[config.mk]
export PLATFORM = sky130hd
export DESIGN_NAME = serial_frame_tx
export DESIGN_NICKNAME = d
export VERILOG_FILES = /design/src/rtl/serial_frame_tx.sv
export SDC_FILE = /design/constraint.sdc
export NUM_CORES = 1
export LEC_CHECK = 0
export CAP_MARGIN = 20
export CORE_MARGIN = 2
export CORE_UTILIZATION = 55
export DETAILED_ROUTE_END_ITERATION = 8
export GPL_ROUTABILITY_DRIVEN = 0
export PLACE_DENSITY = 0.77
export SYNTH_ARGS = -nofsm -noshare
export SYNTH_HDL_FRONTEND = slang
export SYNTH_SLANG_ARGS = --single-unit
[constraint.sdc]
create_clock -name clk -period 2.46 [get_ports clk]
set_input_delay 0.492 -clock clk [delete_from_list [all_inputs] [get_ports clk]]
set_output_delay 0.492 -clock clk [all_outputs]
set_load 0.03 [all_outputs]
[src/rtl/serial_frame_tx.sv]
// serial_frame_tx: parallel-to-serial frame transmitter (start bit, MSB-first data, optional even parity)
module serial_frame_tx #(
  parameter int WIDTH = 4,
  parameter int BIT_CYCLES = 1,
  parameter int PARITY_EN = 1
) (
  input  logic             clk,
  input  logic             rst,
  input  logic [WIDTH-1:0] in_data,
  input  logic             in_valid,
  output logic             in_ready,
  input  logic             flush,
  output logic             dout,
  output logic             dout_data,
  output logic             busy,
  output logic             frame_done
);
  typedef enum logic [1:0] {IDLE, START, DATA, PARITY} state_t;
  state_t state_q, state_d;
  logic [WIDTH-1:0] shreg_q, shreg_d;
  logic par_q, par_d;
  logic [7:0] div_q, div_d;
  logic [4:0] bit_q, bit_d;
  logic dout_q, dout_data_q, busy_q, done_q;
  logic dout_d, dout_data_d, busy_d, done_d;
  logic bit_end, last_data;
  assign bit_end = div_q == 8'(BIT_CYCLES - 1);
  assign last_data = bit_q == 5'(WIDTH - 1);
  always_comb begin
    state_d = state_q;
    shreg_d = shreg_q;
    par_d = par_q;
    div_d = div_q;
    bit_d = bit_q;
    if (state_q == IDLE) begin
      if (in_valid) begin
        state_d = START;
        shreg_d = in_data;
        par_d = ^in_data;
        div_d = '0;
        bit_d = '0;
      end
    end else if (flush) begin
      state_d = IDLE;
      shreg_d = '0;
      par_d = 1'b0;
      div_d = '0;
      bit_d = '0;
    end else if (!bit_end) begin
      div_d = div_q + 8'd1;
    end else begin
      div_d = '0;
      if (state_q == START) begin
        state_d = DATA;
      end else if (state_q == DATA) begin
        shreg_d = shreg_q << 1;
        bit_d = last_data ? bit_q : bit_q + 5'd1;
        if (last_data) state_d = (PARITY_EN != 0) ? PARITY : IDLE;
      end else begin
        state_d = IDLE;
      end
    end
  end
  // Outputs are decoded from the next state so they can be registered without a cycle of lag.
  assign dout_d = state_d == START ? 1'b1 : state_d == DATA ? shreg_d[WIDTH-1] : state_d == PARITY && par_d;
  assign dout_data_d = state_d == DATA;
  assign busy_d = state_d != IDLE;
  assign done_d = div_d == 8'(BIT_CYCLES - 1) &&
                  (state_d == PARITY || (PARITY_EN == 0 && state_d == DATA && bit_d == 5'(WIDTH - 1)));
  always_ff @(posedge clk or posedge rst) begin
    if (rst) begin
      state_q <= IDLE;
      shreg_q <= '0;
      par_q <= 1'b0;
      div_q <= '0;
      bit_q <= '0;
      dout_q <= 1'b0;
      dout_data_q <= 1'b0;
      busy_q <= 1'b0;
      done_q <= 1'b0;
    end else begin
      state_q <= state_d;
      shreg_q <= shreg_d;
      par_q <= par_d;
      div_q <= div_d;
      bit_q <= bit_d;
      dout_q <= dout_d;
      dout_data_q <= dout_data_d;
      busy_q <= busy_d;
      done_q <= done_d;
    end
  end
  assign in_ready = state_q == IDLE && !rst;
  assign dout = dout_q;
  assign dout_data = dout_data_q;
  assign busy = busy_q;
  assign frame_done = done_q;
endmodule

==> impl_summary.txt <==
----------------------------------------------------
[Worst setup path]
  Crit-path cells ... inv_1, ha_1, buf_4, nor2_1, buf_4, nand2_1, a221oi_1, nor4_1, and4b_1
  Top fanout value on the critical path ... 10
  Worst path buffer plus inverter count ... 3
  Required time worst endpoint ... between 2 and 3 ns
  Most frequent cell on the critical path ... sky130_fd_sc_hd__buf_4
  Kind of cell with the highest combined delay on the critical path ... simple AND/OR/NAND/NOR gates
  Reg2reg start ... state_q[0]
  Startpoint type of the worst setup path ... flip-flop
  Cell type of the slowest stage on the worst timing path ... sky130_fd_sc_hd__dfrtp_1
  Longest individual stage delay on the worst path ... between 0.4 and 0.5 ns
  Arrival time at the worst endpoint ... 2.46 ns
  Worst setup path startpoint ... state_q[0]
  Worst setup EP type ... flip-flop
  Category of the most critical setup path ... reg2reg

[Cells and area]
  Number of diodes ... 0
  Final core area utilization ... 0.674
  Synth-to-layout area growth ... 14.3%
  Share of final-layout standard cells stronger than drive strength 1 ... 0.165
  Highest-count cells in the layout ignoring fill and taps ... sky130_fd_sc_hd__dfrtp_1 (24), sky130_fd_sc_hd__nor2_1 (16), sky130_fd_sc_hd__nand2_1 (15)
  Most common library cell in the layout ignoring fill and taps ... sky130_fd_sc_hd__dfrtp_1
  Total Nets Final ... about 190

[Synth]
  Cell area after technology mapping ... around 1500 um^2
  Post-synth ARST share ... 1.00
  Most common flop cell mapped by yosys ... sky130_fd_sc_hd__dfrtp_1
  Cell count after synthesis ... 152
  Post-synth top area cell ... sky130_fd_sc_hd__dfrtp_1
  Post-synth EDFFs ... 0
  Proportion of synthesized chip area in sequential cells ... 0.407
  Unique masters post-synth ... 48
  Area fraction of the dominant cell type after synthesis ... 0.407
  Yosys synthesis warning count ... 0
  Net count after synthesis ... ~170
  Post-synthesis sequential element count ... 24
  Top cells by area, synth ... sky130_fd_sc_hd__dfrtp_1 (41%), sky130_fd_sc_hd__ha_1 (5.1%), sky130_fd_sc_hd__o21ai_0 (4.4%)
  Avg Inst Size Synth ... 9.70 um^2

[Drt]
  Routed wire length ... ~2.9 mm
  Antenna-violating nets left ... 0
  Top layer reached by signal wires ... met4
  Met1 layer wirelength in the final routing ... 1.37 mm
  Iter 0 DRT Violations ... 36
  Met3 layer wire length in the routed design ... about 120 um
  # DRC ... 0
  Routed via count divided by cell count ... ~5.9
  First-pass iteration count of the detailed router ... 4
  Vias after detailed routing ... 1,184
  Routed length on met2 ... ~1.4 mm
  Detailed-route wire length per cell ... between 10 and 15 um

[Global route]
  First-pass GRT wire length ... roughly 5.2 mm
  Via count of the first global-routing pass ... about 1,100
  Number of antenna violations at the first check in global routing ... 0
  Remaining global-route overflow ... 0
  GRT Overall Usage ... 0.213
  Pin count of the biggest net entering global routing ... 25

[Clock network]
  Clock sinks ... 24
  Clock buffers created by TritonCTS ... 3
  Clock transition at the registers of the reported paths ... 0.13 ns
  Maximum level of the CTS H-tree ... 1
  Count of buffers added by post-CTS timing repair for setup ... 0
  Insertion delay of the later-clocked pin in the worst-skew pair ... 0.32 ns
  Clock tree from TritonCTS ... done
  Post-CTS Hold Buffers ... 0
  Maximum root-to-sink buffer count ... 2
  Buffer type at the clock tree root ... sky130_fd_sc_hd__clkbuf_4

[STA]
  Max Freq ... around 450 MHz
  Shortest period the worst path allows ... 2.23 ns
  Worst hold slack ... 0.521 ns
  Setup clock skew after layout ... 0.00578 ns
  Pins over their slew limit ... 0
  Final worst setup slack ... 0.227 ns
  Max-slew headroom ... 0.643
  Final hold viol count ... 0
  RSZ-0062 raised after global routing ... no
  Transition time at the pin with the least slew margin ... 0.528 ns
  Fraction of the cycle the final worst path needs ... 0.908
  Final TNS setup ... 0 ns
  Setup violators final ... 0

[Placement]
  Worst-case setup slack after placement ... 0.116 ns
  Detailed-placement wirelength estimate ... ~2.3 mm
  Buffers added on ports ... 12

[Power]
  Peak supply drop ... roughly 0.00066 V
  Leakage dissipation ... 0.000743 uW
  Areal power density over the cells ... about 900 nW/um^2

[Floorplan]
  I/O pin cnt ... 13
  FP Rows ... 18
  Starting density of the core ... 0.590
  Total die area ... 3110 um^2
  Core region area ... about 2500 um^2
  Height of the die ... approximately 56 um
  Horizontal die dimension ... ~56 um

[Job]
  Number of max-capacitance violations reported ... 0

[Min path]
  Path class of the lowest-slack min-delay path ... reg2reg
  Worst hold start ... shreg_q[2]

[Run status]
  Result of the run ... complete, no violations

----------------------------------------------------
==> power by group <==
| part | internal [uW] | switching, uW |
|---|---|---|
| logic | 278 | 380 |
| clock network | 165 | 116 |
| registers | 483 | 54.4 |
==> cell type report <==
type | instances | area (um^2)
Clock buffer | 3 | 22.5
Clock inverter | 1 | 30.0
Fill cell | 194 | 816
Inverter | 9 | 33.8
Multi-Input combinational cell | 113 | 781
Sequential cell | 24 | 601
Tap cell | 30 | 37.5
Timing Repair Buffer | 20 | 179
==> sequential cells by signal, summed over array words and instances, names as in the netlist <==
signal and flops:
div_q 8, bit_q 5, shreg_q 4, state_q 2, busy 1, dout 1
dout_data 1, frame_done 1, par_q 1
==> cell families after synthesis <==
family,Yosys count,share of synthesized area
AO/OA/AOI/OAI,38,0.184
adder cells (fa/ha/maj),6,0.0509
AND/OR/NAND/NOR,59,0.233
flip-flops,24,0.407
buffers and inverters,15,0.0628
XOR/XNOR,9,0.0535
multiplexers,1,0.00764
==> Yosys cell counts, drive strengths merged (3+ instances only) <==
cell type	n
and4	3
a21oi	3
dfrtp	24
a32oi	3
clkbuf	5
nor2	16
o21ai	13
ha	6
xor2	3
inv	9
nor4	4
nand2	15
nand3	5
xnor2	6
==> through the flow <==
| stage | std cells | power (uW) | area, um^2 |
|---|---|---|---|
| 2_1_floorplan | 152 | 1020 | 1470 |
| 3_3_place_gp | 196 | 1190 | 1630 |
| 3_5_place_dp | 196 | 1200 | 1630 |
| 4_1_cts | 200 | 1490 | 1680 |
| 5_1_grt | 200 | 1600 | 1680 |
| 6_report | 200 | 1480 | 1680 |
==> what timing repair did <==
action / CTS / global route
hold endpoints to repair: 0 / 0
resized for setup: 1 / 0
setup endpoints to repair: 1 / 0
==> tightest hold or removal path, stage by stage, from the launching register on <==
cell and delay (ns):
sky130_fd_sc_hd__dfrtp_1 0.37, sky130_fd_sc_hd__a32oi_1 0.06, sky130_fd_sc_hd__nand2_1 0.07
==> per-layer routing <==
| layer | vias up | global-route usage |
|---|---|---|
| met2 | 22 | 0.323 |
| li1 | 585 | - |
| met1 | 573 | 0.305 |
| met3 | 4 | 0.0442 |
| met4 | 0 | 0.0662 |
| met5 | - | 0 |
==> worst paths after layout <==
path | endpoint | slack, ns | cells past startpoint
worst max-delay path | frame_done | 0.23 | 9
worst min-delay path | shreg_q[3] | 0.52 | 2
min in group asynchronous | state_q[0] | 0.53 | 3
worst max register to register | frame_done | 0.23 | 9
max in group asynchronous | div_q[1] | 1.70 | 3
worst min register to register | shreg_q[3] | 0.52 | 2
Note: power is estimated with default switching activity, not from simulation.
